File: src/rtl/ros_pkg.sv
// Shared types and constants for the ring-oscillator measurement sequencer.
// Holds the FSM state enum, readout header pattern and oscillator indices.
package ros_pkg;

  typedef enum logic [2:0] {
    IDLE,
    CLR,
    SETTLE,
    GATE,
    SYNC,
    LATCH,
    SHIFT,
    EMIT
  } state_t;

  localparam logic [3:0] HDR_PATTERN = 4'b1010;

  localparam logic [1:0] OSC0 = 2'd0;
  localparam logic [1:0] OSC1 = 2'd1;
  localparam logic [1:0] OSC2 = 2'd2;
  localparam logic [1:0] OSC3 = 2'd3;

  // Lowest set bit of m as {found, index}.
  function automatic logic [2:0] first_osc(
    input logic [3:0] m
  );
    if (m[0])      return {1'b1, OSC0};
    else if (m[1]) return {1'b1, OSC1};
    else if (m[2]) return {1'b1, OSC2};
    else if (m[3]) return {1'b1, OSC3};
    else           return 3'b000;
  endfunction

endpackage

File: src/rtl/ros_ser_capture.sv
// Serial readout capture: shifts ser_in MSB-first for NBITS cycles while en.
// Ports: clk, rst_n, start (clear), en (shift), ser_in, last, word.
module ros_ser_capture #(
  parameter int NBITS  = 24,
  parameter int DATA_W = 20
) (
  input  logic              clk,
  input  logic              rst_n,
  input  logic              start,
  input  logic              en,
  input  logic              ser_in,
  output logic              last,
  output logic [DATA_W-1:0] word
);

  localparam int CW = $clog2(NBITS);

  logic [CW-1:0]     cnt;
  logic [DATA_W-1:0] sh;

  // Value including the bit sampled on this edge, so the
  // FSM can register the full word as it leaves SHIFT.
  assign word = {sh[DATA_W-2:0], ser_in};
  assign last = en && (cnt == CW'(NBITS - 1));

  always_ff @(posedge clk or negedge rst_n) begin
    if (!rst_n) begin
      cnt <= '0;
      sh  <= '0;
    end else if (start) begin
      cnt <= '0;
      sh  <= '0;
    end else if (en) begin
      cnt <= cnt + CW'(1);
      sh  <= word;
    end
  end

endmodule

File: src/rtl/ros_meas_sequencer.sv
// Sweeps enabled ring oscillators: clear, settle, gate, sync, latch, read.
// Optional header check under macro ROS_SEQ_HDR_CHECK_EN.
// Ports: clk, rst_n, start, abort, osc_mask, gate_len, ser_in -> gate,
// ctr_reset, latch_counter, counter_select, busy, result_*, hdr_err, done.
module ros_meas_sequencer
  import ros_pkg::*;
#(
  parameter int COUNTER_LENGTH = 20,
  parameter int GATE_W         = 16,
  parameter int SETTLE_CYC     = 4,
  parameter int SYNC_CYC       = 4
) (
  input  logic                      clk,
  input  logic                      rst_n,
  input  logic                      start,
  input  logic                      abort,
  input  logic [3:0]                osc_mask,
  input  logic [GATE_W-1:0]         gate_len,
  input  logic                      ser_in,
  output logic                      gate,
  output logic                      ctr_reset,
  output logic                      latch_counter,
  output logic [1:0]                counter_select,
  output logic                      busy,
  output logic                      result_valid,
  output logic [1:0]                result_sel,
  output logic [COUNTER_LENGTH-1:0] result_count,
  output logic                      hdr_err,
  output logic                      done
);

  localparam int N = COUNTER_LENGTH + 4;
`ifdef ROS_SEQ_HDR_CHECK_EN
  localparam int CAP_W = N;
`else
  localparam int CAP_W = COUNTER_LENGTH;
`endif

  localparam int SW  = $clog2(SETTLE_CYC + 1);
  localparam int YW  = $clog2(SYNC_CYC + 1);
  localparam int CW0 = (GATE_W > 2) ? GATE_W : 2;
  localparam int CW1 = (CW0 > SW) ? CW0 : SW;
  localparam int CW  = (CW1 > YW) ? CW1 : YW;

  state_t            state;
  logic [CW-1:0]     cnt;
  logic [GATE_W-1:0] glen;
  logic [3:0]        mask_q;

  logic              cap_start;
  logic              cap_en;
  logic              cap_last;
  logic [CAP_W-1:0]  cap_word;

  logic [GATE_W-1:0] glen_in;
  logic [2:0]        first_pick;
  logic [2:0]        next_pick;
  logic [3:0]        hi_mask;

  assign cap_start = (state == LATCH);
  assign cap_en    = (state == SHIFT);

  always_comb begin
    glen_in    = (gate_len == '0) ? GATE_W'(1) : gate_len;
    first_pick = first_osc(osc_mask);
    // Bits strictly above the current oscillator.
    hi_mask    = mask_q & ~((4'd2 << counter_select) - 4'd1);
    next_pick  = first_osc(hi_mask);
  end

  ros_ser_capture #(
    .NBITS  (N),
    .DATA_W (CAP_W)
  ) u_cap (
    .clk    (clk),
    .rst_n  (rst_n),
    .start  (cap_start),
    .en     (cap_en),
    .ser_in (ser_in),
    .last   (cap_last),
    .word   (cap_word)
  );

`ifdef ROS_SEQ_HDR_CHECK_EN
  logic hdr_q;
  assign hdr_err = hdr_q;
`else
  assign hdr_err = 1'b0;
`endif

  always_ff @(posedge clk or negedge rst_n) begin
    if (!rst_n) begin
      state          <= IDLE;
      cnt            <= '0;
      glen           <= '0;
      mask_q         <= '0;
      gate           <= 1'b0;
      ctr_reset      <= 1'b0;
      latch_counter  <= 1'b0;
      counter_select <= '0;
      busy           <= 1'b0;
      result_valid   <= 1'b0;
      result_sel     <= '0;
      result_count   <= '0;
      done           <= 1'b0;
`ifdef ROS_SEQ_HDR_CHECK_EN
      hdr_q          <= 1'b0;
`endif
    end else begin
      done         <= 1'b0;
      result_valid <= 1'b0;
      if (abort && state != IDLE) begin
        state         <= IDLE;
        busy          <= 1'b0;
        gate          <= 1'b0;
        ctr_reset     <= 1'b0;
        latch_counter <= 1'b0;
        cnt           <= '0;
      end else begin
        unique case (state)
          IDLE: begin
            if (start && !abort) begin
              if (first_pick[2]) begin
                state          <= CLR;
                busy           <= 1'b1;
                ctr_reset      <= 1'b1;
                cnt            <= '0;
                counter_select <= first_pick[1:0];
                mask_q         <= osc_mask;
                glen           <= glen_in;
              end else begin
                done <= 1'b1;
              end
            end
          end
          CLR: begin
            if (cnt == CW'(1)) begin
              state     <= SETTLE;
              ctr_reset <= 1'b0;
              cnt       <= '0;
            end else begin
              cnt <= cnt + CW'(1);
            end
          end
          SETTLE: begin
            if (cnt == CW'(SETTLE_CYC - 1)) begin
              state <= GATE;
              gate  <= 1'b1;
              cnt   <= '0;
            end else begin
              cnt <= cnt + CW'(1);
            end
          end
          GATE: begin
            if (cnt == CW'(glen - GATE_W'(1))) begin
              state <= SYNC;
              gate  <= 1'b0;
              cnt   <= '0;
            end else begin
              cnt <= cnt + CW'(1);
            end
          end
          SYNC: begin
            if (cnt == CW'(SYNC_CYC - 1)) begin
              state         <= LATCH;
              latch_counter <= 1'b1;
              cnt           <= '0;
            end else begin
              cnt <= cnt + CW'(1);
            end
          end
          LATCH: begin
            state         <= SHIFT;
            latch_counter <= 1'b0;
          end
          SHIFT: begin
            if (cap_last) begin
              state        <= EMIT;
              result_valid <= 1'b1;
              result_sel   <= counter_select;
              result_count <= cap_word[COUNTER_LENGTH-1:0];
`ifdef ROS_SEQ_HDR_CHECK_EN
              hdr_q <= (cap_word[N-1 -: 4] != HDR_PATTERN);
`endif
            end
          end
          EMIT: begin
            if (next_pick[2]) begin
              state          <= CLR;
              ctr_reset      <= 1'b1;
              cnt            <= '0;
              counter_select <= next_pick[1:0];
              glen           <= glen_in;
            end else begin
              state <= IDLE;
              busy  <= 1'b0;
              done  <= 1'b1;
            end
          end
          default: state <= IDLE;
        endcase
      end
    end
  end

endmodule

File: config.mk
export PLATFORM = sky130hd
export DESIGN_NAME = ros_meas_sequencer
export DESIGN_NICKNAME = d
export VERILOG_FILES = /design/src/rtl/ros_pkg.sv /design/src/rtl/ros_ser_capture.sv /design/src/rtl/ros_meas_sequencer.sv
export SDC_FILE = /design/constraint.sdc
export NUM_CORES = 1
export LEC_CHECK = 0
export ABC_CLOCK_PERIOD_IN_PS = 3100
export CAP_MARGIN = 20
export CORE_MARGIN = 3
export CORE_UTILIZATION = 57
export DETAILED_ROUTE_END_ITERATION = 8
export GPL_ROUTABILITY_DRIVEN = 0
export PLACE_DENSITY = 0.81
export SKIP_LAST_GASP = 1
export SYNTH_ARGS = -nofsm -noshare
export SYNTH_HDL_FRONTEND = slang
export SYNTH_HIERARCHICAL = 1
export SYNTH_SLANG_ARGS = --single-unit
File: constraint.sdc
create_clock -name clk -period 3.1 [get_ports clk]
set_input_delay 0.62 -clock clk [delete_from_list [all_inputs] [get_ports clk]]
set_output_delay 0.62 -clock clk [all_outputs]
set_load 0.05 [all_outputs]
==> metrics.cfg <==
[yosys]
synth_enable_flop_cells = 0
synth.most_common_cell = nand2_1
yosysTopAreaCellShare_pct = 45.2
ys_seq_elements = 92
ys_top_cells_by_count = nand2_1, dfrtp_1, nor2_1
syn_area_um2 = 5100
synth_top_cells_by_area = dfrtp_1, nand2_1, nor2_1
synth_cells = 576
yosysSeqAreaShare_pct = 45.2
synth_compound_area_share_pct = 12.4
synth_fp_nets = 605
yosysWarnings = 6
synth_xor_area_share_pct = 3.09
synth_simple_gate_area_share_pct = 24.8
ys_types = 65
muxShareOfSynthArea_pct = 8.37
synth_top_area_cell = dfrtp_1
synth_top_flop_cell = dfrtp_1
synth_top_family_by_area = simple AND/OR/NAND/NOR gates
ys_async_sr_fraction_pct = 100
avgSynthCellArea_um2 = 8.85
synthAdderAreaFrac_pct = 0.982

[floorplanning]
coreArea_um2 = 8460
io_pins = 56
die_h_um = 101
die_x_um = 101
rows = 33
initial_core_util_pct = 60.2
dieArea_um2 = 10100

[pwr]
peakVddDrop_uv = 535
leakage_nw = 2.58
power.density_nw_per_um2 = 668

[route]
firstDrtPassIters = 5
drcViolationCount = 0
viasPerCell = 5.98
totalWireLength_um = 11400
via_count = 4351
detail_route.iter0.violations = 305
wl_per_cell_um = 15.6
ant_nets = 0

[worst_setup_path]
crit_required_ns = 3.34
path_max_fanout = 11
cp-startpoint = glen[0]$_DFFE_PN0P_
reg2reg_from = glen[0]$_DFFE_PN0P_
worstSetupStartpointType = flip-flop
path_class = reg -> reg
worst_ep_arrival_time_ns = 3.16
endpoint_kind = flip-flop

[timing]
setup_ws_ns = 0.179
tightest_slew_ns = 0.639
fin_skew_ns = 0.00644
relSlewSlack_pct = 57.3
slew_violations = 0
finalSetupViolCount = 0
period_share_pct = 94.2
rsz0062_at_grt = false
min_period_ns = 2.92
fmax_mhz = 342
setup_tns_ns = 0
hold_viol_final = 0

[final_layout]
fillers = 639
final_layout_size_suffix_gt1_share_pct = 11.6
seq_area_um2 = 2300
diodes = 0
nets = 647
multi_input_area_um2 = 2570
postLayoutCellArea_um2 = 5920
syn2layout_area_growth_pct = 16.1
layout.cells.non_filler = 727

[cts]
postCtsHoldBufs = 0
clk_pin_slew_ns = 0.09
cts.path.max_buffers = 2
clk_latency_ns = 0.36
tritoncts.num_buffers = 9
cts.sinks = 92
htreeDepth = 3
clockRootBuffer = clkbuf_8
cts_tree = built

[place]
dpl_cell_area_um2 = 5670
dp_cells = 707
dpl_worst_slack_ns = -0.142
place_hpwl_um = 7980
io_buffers = 54

[global_routing]
antenna_found_initial = 0
first_global_vias = 4150
grt_max_degree = 84
globalRouteOverflowTotal = 0
gr-usage-all-layers_pct = 23.4
grt_pass1_wl_um = 19200

[flow_run]
cap_violations = 0

[run_status]
status = completed

[min_path]
hp-class = in -> async

[logic make-up (layout without fill, tap and decap cells)]
kind of cell | after synthesis | count (layout)
mux | 40 | 40
other cells | 1 | 1
fa+ha+maj | 4 | 4
flops | 92 | 92
compound gates | 95 | 95
simple gates | 272 | 272
xor+xnor | 18 | 18
buf+inv | 54 | 100
[area by class of cell]
type / count / share of cell area, %
well taps: 105 / 2.22
multi-input cells: 430 / 43.4
repair buffers: 71 / 11.6
flip-flops and latches: 92 / 38.9
clock buffers: 9 / 2.09
clock inverters: 6 / 0.909
inverters: 14 / 0.888
[sequential cells by signal, indices dropped and copies added, names as in the netlist]
register,flops
busy,1
cnt,16
counter_select,2
ctr_reset,1
done,1
gate,1
glen,16
latch_counter,1
mask_q,3
result_count,20
result_sel,2
result_valid,1
state,3
u_cap/cnt,5
u_cap/sh,19
[per-stage QoR]
step | hold WS [ns] | util (%) | power, mW
after detailed placement | 0.457 | 66.9 | 3.14
final | 0.0794 | 69.9 | 3.95
after floorplan | 0.324 | - | 2.76
after global routing | 0.0746 | 69.9 | 4.19
after CTS | 0.478 | 69.3 | 3.91
after global placement | 0.452 | 66.9 | 3.08
[worst paths after layout]
kind                                           endpoint  slack [ns]  cells after the start
min in group clk           result_count[14]$_DFFE_PN0P_        0.48                      2
min                                 cnt[12]$_DFFE_PN0P_        0.08                      1
max in group asynchronous          glen[15]$_DFFE_PN0P_        2.27                      3
max                                  cnt[7]$_DFFE_PN0P_        0.18                     11
min reg2reg                result_count[14]$_DFFE_PN0P_        0.48                      2
max reg2reg                          cnt[7]$_DFFE_PN0P_        0.18                     11
[placed cells by master (no fill, tap or decap), types with 3 or more instances in the layout]
master           count
xor2_1               4
a21oi_1             12
o21ai_1              4
clkbuf_8             9
a311oi_1             3
nand4_1              8
or3_1                5
nand2_1            118
buf_4               17
o211ai_1            16
ha_1                 3
dfrtp_1             91
or4_1                3
and3_1               4
a31oi_1              3
nor4_1              12
o22ai_1              3
inv_1               14
o21ai_0             30
mux2_2              16
nor3_1              11
nor2_1              69
clkdlybuf4s50_1     53
nand3_1             10
xnor2_1             14
nor2b_1              8
nand2b_1             3
or2_2                5
mux2i_1             21
[per-layer routing]
| metal | global-route usage (%) | share of wire [%] |
|---|---|---|
| met5 | 0 | 0 |
| met4 | 8.19 | 2.0 |
| met3 | 4.57 | 5.9 |
| met2 | 39.3 | 50 |
| met1 | 30.2 | 42 |
[power by group]
| group | leakage (nW) | internal (mW) | switching [mW] | total [mW] |
|---|---|---|---|---|
| Clock | 0.0840 | 0.295 | 0.446 | 0.741 |
| Combinational | 1.26 | 0.667 | 0.840 | 1.51 |
| Sequential | 1.23 | 1.39 | 0.319 | 1.70 |
| Total | 2.58 | 2.35 | 1.60 | 3.95 |
[worst max-delay path, stage by stage (launching register included)]
cell	delay (ns)
dfrtp_2	0.45
inv_1	0.10
ha_2	0.24
or3b_4	0.45
nor4_4	0.27
mux2i_2	0.14
a211o_1	0.29
a211oi_2	0.24
a21oi_4	0.16
buf_4	0.17
o21ai_0	0.17
o211ai_1	0.13
[what timing repair did]
action                                  in CTS  in global routing
buffers inserted                             2                  2
hold endpoints to repair                     0                  0
endpoints found under the setup margin      14                 17
resized for setup                            1                  4
pin swaps                                    2                  2
Power figures use the tool's default switching activity.
